**src/rtl/alu_hazard_ctrl.sv**
```systemverilog
// alu_hazard_ctrl: EX-stage operand forwarding, load-use stall, branch flush
// and external freeze control for a 5-stage MIPS pipeline. It keeps a shadow
// copy of the ID/EX, EX/MEM and MEM/WB destination and control fields.
// The forwarding selects are registered so they line up with the instruction
// as it enters EX. The stall/flush/freeze controls are combinational.
module alu_hazard_ctrl #(
    parameter int CNT_W = 16,
    parameter int REG_W = 5
) (
    input  logic             clk,
    input  logic             rst_n,
    input  logic [REG_W-1:0] id_rs,
    input  logic [REG_W-1:0] id_rt,
    input  logic             id_uses_rs,
    input  logic             id_uses_rt,
    input  logic [REG_W-1:0] id_dst,
    input  logic             id_regwrite,
    input  logic             id_memread,
    input  logic             flush,
    input  logic             hold,
    output logic [1:0]       c_data1_src,
    output logic [1:0]       c_data2_src,
    output logic             pc_write,
    output logic             ifid_write,
    output logic             ifid_flush,
    output logic             idex_bubble,
    output logic [CNT_W-1:0] stall_count,
    // Debug: current FSM state (1 = HOLD) and the MEM/WB shadow {dst, regwrite, memread}.
    output logic             dbg_state,
    output logic [REG_W+1:0] dbg_wb
);

    typedef enum logic {
        ST_RUN  = 1'b0,
        ST_HOLD = 1'b1
    } state_t;

    localparam logic [1:0] SEL_RF  = 2'b00;
    localparam logic [1:0] SEL_MEM = 2'b10;   // EX/MEM result
    localparam logic [1:0] SEL_WB  = 2'b01;   // MEM/WB result

    state_t           state_q, state_d;
    logic [REG_W-1:0] ex_dst_q, ex_dst_d, mem_dst_q, mem_dst_d, wb_dst_q, wb_dst_d;
    logic             ex_rw_q, ex_rw_d, mem_rw_q, mem_rw_d, wb_rw_q, wb_rw_d;
    logic             ex_mr_q, ex_mr_d, mem_mr_q, mem_mr_d, wb_mr_q, wb_mr_d;
    logic [1:0]       sel1_q, sel1_d, sel2_q, sel2_d;
    logic [CNT_W-1:0] stall_q, stall_d;
    logic             lu;

    // Forwarding select for one source operand; the younger producer (EX/MEM) wins.
    function automatic logic [1:0] fwd_sel(input logic uses, input logic [REG_W-1:0] r,
                                           input logic [REG_W-1:0] ex_dst, input logic ex_rw,
                                           input logic [REG_W-1:0] mem_dst, input logic mem_rw);
        if (uses && ex_rw && (ex_dst != '0) && (ex_dst == r))
            return SEL_MEM;
        else if (uses && mem_rw && (mem_dst != '0) && (mem_dst == r))
            return SEL_WB;
        else
            return SEL_RF;
    endfunction

    // Load-use hazard: a load in EX produces a register the ID instruction needs now.
    always_comb begin
        lu = ex_mr_q && (ex_dst_q != '0) &&
             ((id_uses_rs && (ex_dst_q == id_rs)) || (id_uses_rt && (ex_dst_q == id_rt)));
    end

    // Pipeline control outputs; a flush outranks a load-use stall, and a flush
    // seen together with hold is dropped because the requester repeats it.
    always_comb begin
        pc_write    = 1'b1;
        ifid_write  = 1'b1;
        ifid_flush  = 1'b0;
        idex_bubble = 1'b0;
        if (state_q == ST_HOLD) begin
            pc_write   = 1'b0;
            ifid_write = 1'b0;
        end else if (flush && !hold) begin
            ifid_flush  = 1'b1;
            idex_bubble = 1'b1;
        end else if (lu) begin
            pc_write    = 1'b0;
            ifid_write  = 1'b0;
            idex_bubble = 1'b1;
        end
    end

    // Next-state: shadows shift and selects update only in RUN; HOLD freezes all of it.
    always_comb begin
        state_d   = state_q;
        ex_dst_d  = ex_dst_q;
        ex_rw_d   = ex_rw_q;
        ex_mr_d   = ex_mr_q;
        mem_dst_d = mem_dst_q;
        mem_rw_d  = mem_rw_q;
        mem_mr_d  = mem_mr_q;
        wb_dst_d  = wb_dst_q;
        wb_rw_d   = wb_rw_q;
        wb_mr_d   = wb_mr_q;
        sel1_d    = sel1_q;
        sel2_d    = sel2_q;
        stall_d   = stall_q;
        if (state_q == ST_RUN) begin
            wb_dst_d  = mem_dst_q;
            wb_rw_d   = mem_rw_q;
            wb_mr_d   = mem_mr_q;
            mem_dst_d = ex_dst_q;
            mem_rw_d  = ex_rw_q;
            mem_mr_d  = ex_mr_q;
            if (idex_bubble) begin
                ex_dst_d = '0;
                ex_rw_d  = 1'b0;
                ex_mr_d  = 1'b0;
                sel1_d   = SEL_RF;
                sel2_d   = SEL_RF;
            end else begin
                ex_dst_d = id_dst;
                ex_rw_d  = id_regwrite;
                ex_mr_d  = id_memread;
                sel1_d   = fwd_sel(id_uses_rs, id_rs, ex_dst_q, ex_rw_q, mem_dst_q, mem_rw_q);
                sel2_d   = fwd_sel(id_uses_rt, id_rt, ex_dst_q, ex_rw_q, mem_dst_q, mem_rw_q);
            end
        end
        state_d = hold ? ST_HOLD : ST_RUN;
        if (!pc_write && (stall_q != {CNT_W{1'b1}}))
            stall_d = stall_q + {{(CNT_W-1){1'b0}}, 1'b1};
    end

    // State, shadow pipeline, forwarding selects and stall counter.
    always_ff @(posedge clk or negedge rst_n) begin
        if (!rst_n) begin
            state_q   <= ST_RUN;
            ex_dst_q  <= '0;
            ex_rw_q   <= 1'b0;
            ex_mr_q   <= 1'b0;
            mem_dst_q <= '0;
            mem_rw_q  <= 1'b0;
            mem_mr_q  <= 1'b0;
            wb_dst_q  <= '0;
            wb_rw_q   <= 1'b0;
            wb_mr_q   <= 1'b0;
            sel1_q    <= SEL_RF;
            sel2_q    <= SEL_RF;
            stall_q   <= '0;
        end else begin
            state_q   <= state_d;
            ex_dst_q  <= ex_dst_d;
            ex_rw_q   <= ex_rw_d;
            ex_mr_q   <= ex_mr_d;
            mem_dst_q <= mem_dst_d;
            mem_rw_q  <= mem_rw_d;
            mem_mr_q  <= mem_mr_d;
            wb_dst_q  <= wb_dst_d;
            wb_rw_q   <= wb_rw_d;
            wb_mr_q   <= wb_mr_d;
            sel1_q    <= sel1_d;
            sel2_q    <= sel2_d;
            stall_q   <= stall_d;
        end
    end

    assign c_data1_src = sel1_q;
    assign c_data2_src = sel2_q;
    assign stall_count = stall_q;
    assign dbg_state   = (state_q == ST_HOLD);
    assign dbg_wb      = {wb_dst_q, wb_rw_q, wb_mr_q};

endmodule

```
**config.mk**
```make
export PLATFORM = sky130hd
export DESIGN_NAME = alu_hazard_ctrl
export DESIGN_NICKNAME = d
export VERILOG_FILES = /design/src/rtl/alu_hazard_ctrl.sv
export SDC_FILE = /design/constraint.sdc
export NUM_CORES = 1
export LEC_CHECK = 0
export ABC_AREA = 1
export CAP_MARGIN = 10
export CORE_MARGIN = 5
export CORE_UTILIZATION = 45
export CTS_CLUSTER_DIAMETER = 100
export DETAILED_ROUTE_END_ITERATION = 8
export PLACE_DENSITY = 0.81
export SKIP_LAST_GASP = 1
export SLEW_MARGIN = 20
export SYNTH_ARGS = -nofsm -noshare
export SYNTH_HDL_FRONTEND = slang
export SYNTH_SLANG_ARGS = --single-unit
```
**constraint.sdc**
```tcl
create_clock -name clk -period 1.8 [get_ports clk]
set_input_delay 0.18 -clock clk [delete_from_list [all_inputs] [get_ports clk]]
set_output_delay 0.18 -clock clk [all_outputs]
set_load 0.02 [all_outputs]
```
==> results.json, run 1 <==
{
  "run_status": "finished clean",
  "fp.dieH_microns": 82.7,
  "finish.net_count": 442,
  "hold_class": "input port to flop",
  "yosys_register_bits": 42,
  "worst-path-buf-inv": 3,
  "core_region_area_sq_um": 5110,
  "root_buffer": "clkbuf_8",
  "placement_rows": 26,
  "final_layout_size_suffix_gt1_frac": 0.163,
  "path_clk_slew_ns": 0.07,
  "postLayoutCellArea_sq_um": 3300,
  "dr.first_iter.drc_count": 104,
  "min_delay_path_depth": 1,
  "critical_path.top_delay_family": "simple AND/OR/NAND/NOR gates",
  "place_hpwl_mm": 4.65,
  "antenna_viol_nets_final": 0,
  "vdd_ir_drop_max_mv": 0.610,
  "drcViolationCount": 0,
  "clock-skew-final_ns": 0.00756,
  "timing.critical_path.arrival_ns": 1.60,
  "grt_max_degree": 27,
  "htreeDepth": 2,
  "grt_pass1_vias": 2493,
  "clock_sinks": 42,
  "max_clock_freq_ghz": 0.563,
  "timing.critical_path.slowest_stage_cell": "dfrtp_1",
  "die-width_microns": 82.7,
  "maxSlewViolCount": 0,
  "antennaDiodeCount": 0,
  "ios": 55,
  "syn_inst": 338,
  "timing.reg2reg.worst_path_depth": 12,
  "timing.critical_path.cells": "inv_2, nand2_1, nand2_1, nor2_2, nand3_2, nand2_2, nand3_2, nand2_4, inv_4, buf_6",
  "timing.critical_path.depth": 10,
  "setup_viol": 0,
  "timing_worst_setup_path_type": "flop to output port",
  "cts_made_buffers": 5,
  "detail_route.wirelength_mm": 6.16,
  "grtUsageMet2": 0.357,
  "seq_area_frac_synth": 0.442,
  "globalRouteMet3Util": 0.0499,
  "worst_slack_ns": 0.0236,
  "grt.met1_usage": 0.221,
  "cp-end-kind": "output port",
  "endpoints_failing_hold": 0,
  "globalRouteTotalUtil": 0.197,
  "max_cap_viol_count": 0,
  "cts_buffer_depth": 2,
  "dieArea_sq_um": 6840,
  "routed-via-count": 2374,
  "synth_warnings": 0,
  "effective_utilization_at_floorplan": 0.466,
  "detailed_place.area_sq_um": 3090,
  "grt_pass1_wl_mm": 10.4,
  "worstPathRequired_ns": 1.62,
  "timing.max_slew.rel_slack": 0.613,
  "critical_path.startpoint_type": "flop",
  "place_worst_setup_slack_ns": -0.396,
  "footprint_of_the_multi_input_gates_sq_um": 1160,
  "drt_first_pass_iters": 5,
  "cellLeakagePower_uw": 0.00160,
  "longest_individual_stage_delay_on_the_worst_path_ns": 0.43,
  "clkLatencyLatePin_ns": 0.29,
  "max_slew.worst_pin.slew_ns": 0.580,
  "power-per-cell-area_nw_per_um2": 750,
  "cts_tree": "yes",
  "routed_wire_length_per_instance_microns": 12.6,
  "place.gp.congestion": 0.931,
  "layout.filler_cells": 480,
  "viasPerCell": 4.86,
  "netlist_area_sq_um": 2380,
  "area_growth_pct": 38.9,
  "postSynthAreaPerCell_sq_um": 7.04,
  "design_power_uw": 2480,
  "gr-total-overflow": 0,
  "portBuffers": 54,
  "crit_path_max_fanout": 4,
  "timing.hold.ws_ns": 0.356,
  "area.sequential_sq_um": 1050,
  "yosysUniqueCellTypes": 24,
  "layout_common_cells": "nand2_1, clkdlybuf4s50_1, dfrtp_1",
  "top_usage_layer": "met2",
  "layout_worst_path_cycle_share": 0.987,
  "layout.core_utilization": 0.647,
  "antenna_found_initial": 0,
  "rsz_0062_raised_after_global_routing": "yes",
  "synth_nets": 362,
  "final_common_cell": "nand2_1",
  "timing.final.crit_period_ns": 1.78
}
[layout make-up]
| class | instances | share of cell area |
|---|---|---|
| clock buffer | 7 | 0.0231 |
| inverter | 38 | 0.0439 |
| multi-input combinational | 246 | 0.350 |
| sequential | 42 | 0.319 |
| tap | 70 | 0.0265 |
| timing repair buffer | 85 | 0.238 |
[metal layers]
| layer | vias up | wire, microns |
|---|---|---|
| li1 | 1208 | - |
| met1 | 1081 | 2640 |
| met2 | 67 | 2990 |
| met3 | 18 | 355 |
| met4 | 0 | 170 |
| met5 | - | 0 |
[what timing repair did]
action | 4_1_cts | 5_1_grt
gates resized for setup | 17 | 21
pin swaps | 5 | 9
setup endpoints to repair | 7 | 18
setup buffers | 9 | 0
hold buffers | 1 | 0
hold endpoints to repair | 24 | 0
[path summary, 6_finish.rpt]
path	start	endpoint	slack, ns
worst max-delay path	ex_dst_q[0]$_DFFE_PN0N_	pc_write	0.02
worst min-delay path	hold	dbg_state$_DFF_PN0_	0.36
worst max register to register	ex_dst_q[0]$_DFFE_PN0N_	stall_count[11]$_DFFE_PN0P_	0.13
worst min register to register	wb_rw_q$_DFFE_PN0N_	wb_rw_q$_DFFE_PN0N_	0.48
max in group asynchronous	rst_n	stall_count[6]$_DFFE_PN0P_	0.82
min in group asynchronous	rst_n	wb_dst_q[2]$_DFFE_PN0N_	0.41
[cell usage after synthesis (all sizes together)]
| cell type | n | area share |
|---|---|---|
| inv | 38 | 0.060 |
| buf | 9 | 0.026 |
| dfrtp | 42 | 0.44 |
| clkbuf | 3 | 0.0047 |
| xnor2 | 5 | 0.018 |
| ha | 1 | 0.0053 |
| nor2 | 24 | 0.039 |
| xor2 | 6 | 0.022 |
| nand3 | 31 | 0.067 |
| o21ai | 13 | 0.027 |
| nand3b | 1 | 0.0032 |
| nand2 | 140 | 0.23 |
| nand4 | 5 | 0.013 |
| a21oi | 11 | 0.023 |
| nor3 | 9 | 0.023 |
[metrics by stage]
| stage | std cells | TNS (ns) |
|---|---|---|
| floorplan | 338 | 0 |
| global placement | 471 | -3.52 |
| detailed placement | 471 | -3.87 |
| CTS | 488 | -0.0849 |
| global route | 488 | -0.595 |
| finish | 488 | 0 |
[registers in the layout, indices dropped and copies added, names as in the netlist]
register,count
stall_count,16
mem_dst_q,5
wb_mr_q,1
wb_dst_q,5
c_data2_src,2
ex_mr_q,1
mem_mr_q,1
dbg_state,1
ex_rw_q,1
mem_rw_q,1
c_data1_src,2
ex_dst_q,5
wb_rw_q,1
[power by group]
| group | internal, uW | switching, uW |
|---|---|---|
| sequential | 1050 | 123 |
| combinational | 355 | 384 |
| clock | 267 | 300 |
[kinds of logic after synthesis]
logic type                 share of synthesized area
xor gates and xnor gates                      0.0405
and+or+nand+nor                                0.371
AOI/OAI and AO/OA                             0.0505
DFF                                            0.442
buffers and inverters                         0.0910
adders and majority gates                    0.00526
Power figures use the tool's default switching activity.
==> run 2, diff against run 1 <==
--- a/config.mk
+++ b/config.mk
@@ -7,11 +7,12 @@
 export LEC_CHECK = 0
 export ABC_AREA = 1
 export CAP_MARGIN = 10
-export CORE_MARGIN = 5
-export CORE_UTILIZATION = 45
+export CORE_MARGIN = 1.5
+export CORE_UTILIZATION = 43
+export CTS_BUF_LIST = sky130_fd_sc_hd__clkbuf_8
 export CTS_CLUSTER_DIAMETER = 100
 export DETAILED_ROUTE_END_ITERATION = 8
-export PLACE_DENSITY = 0.81
+export PLACE_DENSITY = 0.78
 export SKIP_LAST_GASP = 1
 export SLEW_MARGIN = 20
 export SYNTH_ARGS = -nofsm -noshare
==> run 2 against run 1 <==
Non-clock buffer count down 8. Critical path type unchanged. Maximum frequency up 1.1%. Utilization down 2.7 points. Worst hold slack worse by 0.023 ns. Clock-buffer cell count down 1. Die area down 12%. Largest cell class unchanged. Register-to-register slack better by 0.03 ns. Design area down 2.3%.
==> results.json, run 2 (synthesis gave the netlist of run 1 again) <==
{
  "run_status": "finished clean",
  "place_worst_setup_slack_ns": -0.359,
  "endpoints_failing_hold": 0,
  "timing.max_slew.rel_slack": 0.634,
  "cts_made_buffers": 5,
  "timing_worst_setup_path_type": "flop to output port",
  "place.gp.congestion": 0.927,
  "max_cap_viol_count": 0,
  "globalRouteTotalUtil": 0.212,
  "max_clock_freq_ghz": 0.569,
  "fp.dieH_microns": 77.4,
  "htreeDepth": 2,
  "effective_utilization_at_floorplan": 0.457,
  "critical_path.startpoint_type": "flop",
  "routed-via-count": 2318,
  "timing.critical_path.cells": "nand2_1, nand2_1, nor2_1, nand3_2, nand2_2, nand3_2, nand2_4, inv_2, buf_2",
  "timing.hold.ws_ns": 0.333,
  "path_clk_slew_ns": 0.08,
  "core_region_area_sq_um": 5200,
  "cp-end-kind": "output port",
  "hold_class": "input port to flop",
  "power-per-cell-area_nw_per_um2": 783,
  "root_buffer": "clkbuf_8",
  "detail_route.wirelength_mm": 5.77,
  "final_common_cell": "nand2_1",
  "timing.critical_path.arrival_ns": 1.58,
  "layout.filler_cells": 474,
  "gr-total-overflow": 0,
  "max_reg_flops": 16,
  "design_power_uw": 2530,
  "final_layout_size_suffix_gt1_frac": 0.141,
  "cts_buffer_depth": 2,
  "portBuffers": 54,
  "crit_path_max_fanout": 5,
  "dr.first_iter.drc_count": 163,
  "max_slew.worst_pin.slew_ns": 0.549,
  "area_growth_pct": 35.7,
  "layout_common_cells": "nand2_1, clkdlybuf4s50_1, dfrtp_1",
  "placement_rows": 26,
  "cts_setup_buffers": 0,
  "vdd_ir_drop_max_mv": 0.640,
  "viasPerCell": 4.82,
  "antenna_found_initial": 0,
  "drcViolationCount": 0,
  "drt_first_pass_iters": 4,
  "grt_pass1_wl_mm": 10.1,
  "critical_path.top_delay_family": "simple AND/OR/NAND/NOR gates",
  "worst-path-buf-inv": 2,
  "longest_individual_stage_delay_on_the_worst_path_ns": 0.46,
  "cellLeakagePower_uw": 0.00155,
  "hp-start": "hold",
  "routed_wire_length_per_instance_microns": 12.0,
  "layout_worst_path_cycle_share": 0.977,
  "clock_sinks": 42,
  "layout.core_utilization": 0.620,
  "worst_slack_ns": 0.0423,
  "rr_startpoint": "ex_dst_q[4]$_DFFE_PN0N_",
  "grt_pass1_vias": 2150,
  "timing.critical_path.slowest_stage_cell": "dfrtp_2",
  "ios": 55,
  "worstPathRequired_ns": 1.62,
  "timing.final.crit_period_ns": 1.76,
  "clkLatencyLatePin_ns": 0.30,
  "antennaDiodeCount": 0,
  "setup_viol": 0,
  "maxSlewViolCount": 0,
  "rsz_0062_raised_after_global_routing": "yes",
  "place_hpwl_mm": 4.27,
  "die-width_microns": 77.4,
  "clock-skew-final_ns": 0.00518,
  "grt_max_degree": 43,
  "finish.net_count": 434,
  "cts_tree": "yes",
  "dieArea_sq_um": 5990,
  "antenna_viol_nets_final": 0,
  "timing.critical_path.from": "ex_dst_q[4]$_DFFE_PN0N_"
}
## run 2: worst paths after layout
kind                                         endpoint  cells past startpoint  slack [ns]
setup / recovery                             pc_write                      9        0.04
hold / removal                    dbg_state$_DFF_PN0_                      1        0.33
setup reg to reg           stall_count[8]$_DFFE_PN0P_                     11        0.16
hold reg to reg               wb_dst_q[4]$_DFFE_PN0N_                      2        0.48
max in group asynchronous     ex_dst_q[4]$_DFFE_PN0N_                      3        0.93
min in group asynchronous     ex_dst_q[0]$_DFFE_PN0N_                      3        0.48
## run 2: repair_timing
item	4_1_cts	5_1_grt
hold endpoints to repair	42	0
setup endpoints to repair	5	21
hold buffers	1	0
cloned	0	0
resized for setup	13	14
pin swaps	0	1
## run 2: worst reg2reg max path, stage by stage (launching register included)
cell,delay (ns)
dfrtp_2,0.46
nand2_1,0.08
nand2_1,0.07
nor2_1,0.12
nand3_2,0.11
nand2_2,0.09
nand3_2,0.08
nand2_4,0.08
buf_6,0.20
nand2_4,0.11
nand2_1,0.08
nand2_1,0.05
## run 2: through the flow
step                      setup TNS [ns]  cells  instance area [sq um]
after floorplan                        0    338                   2380
after CTS                        -0.0653    481                   3190
after global routing              -0.210    481                   3230
after global placement             -3.26    472                   3090
final                                  0    481                   3230
after detailed placement           -3.80    472                   3090
## run 2: layout make-up
| type | count | area (sq um) | area share |
|---|---|---|---|
| tap | 70 | 87.6 | 0.0271 |
| sequential | 42 | 1050 | 0.327 |
| timing repair buffer | 77 | 709 | 0.220 |
| inverter | 38 | 143 | 0.0442 |
| clock inverter | 2 | 12.5 | 0.00388 |
| clock buffer | 6 | 82.6 | 0.0256 |
| multi-input combinational | 246 | 1140 | 0.353 |
## run 2: power breakdown
part | internal, uW | switching, uW | leakage [uW]
Combinational | 328 | 373 | 0.000957
Sequential | 1050 | 121 | 0.000547
Clock | 309 | 348 | 0.0000472
## run 2: routing by layer
metal | track usage | routed length (microns) | vias to the layer above
met3 | 0.0447 | 260 | 7
met5 | 0 | 0 | -
met2 | 0.325 | 2640 | 60
met1 | 0.307 | 2820 | 1059
met4 | 0.0527 | 54 | 0
li1 | - | - | 1192
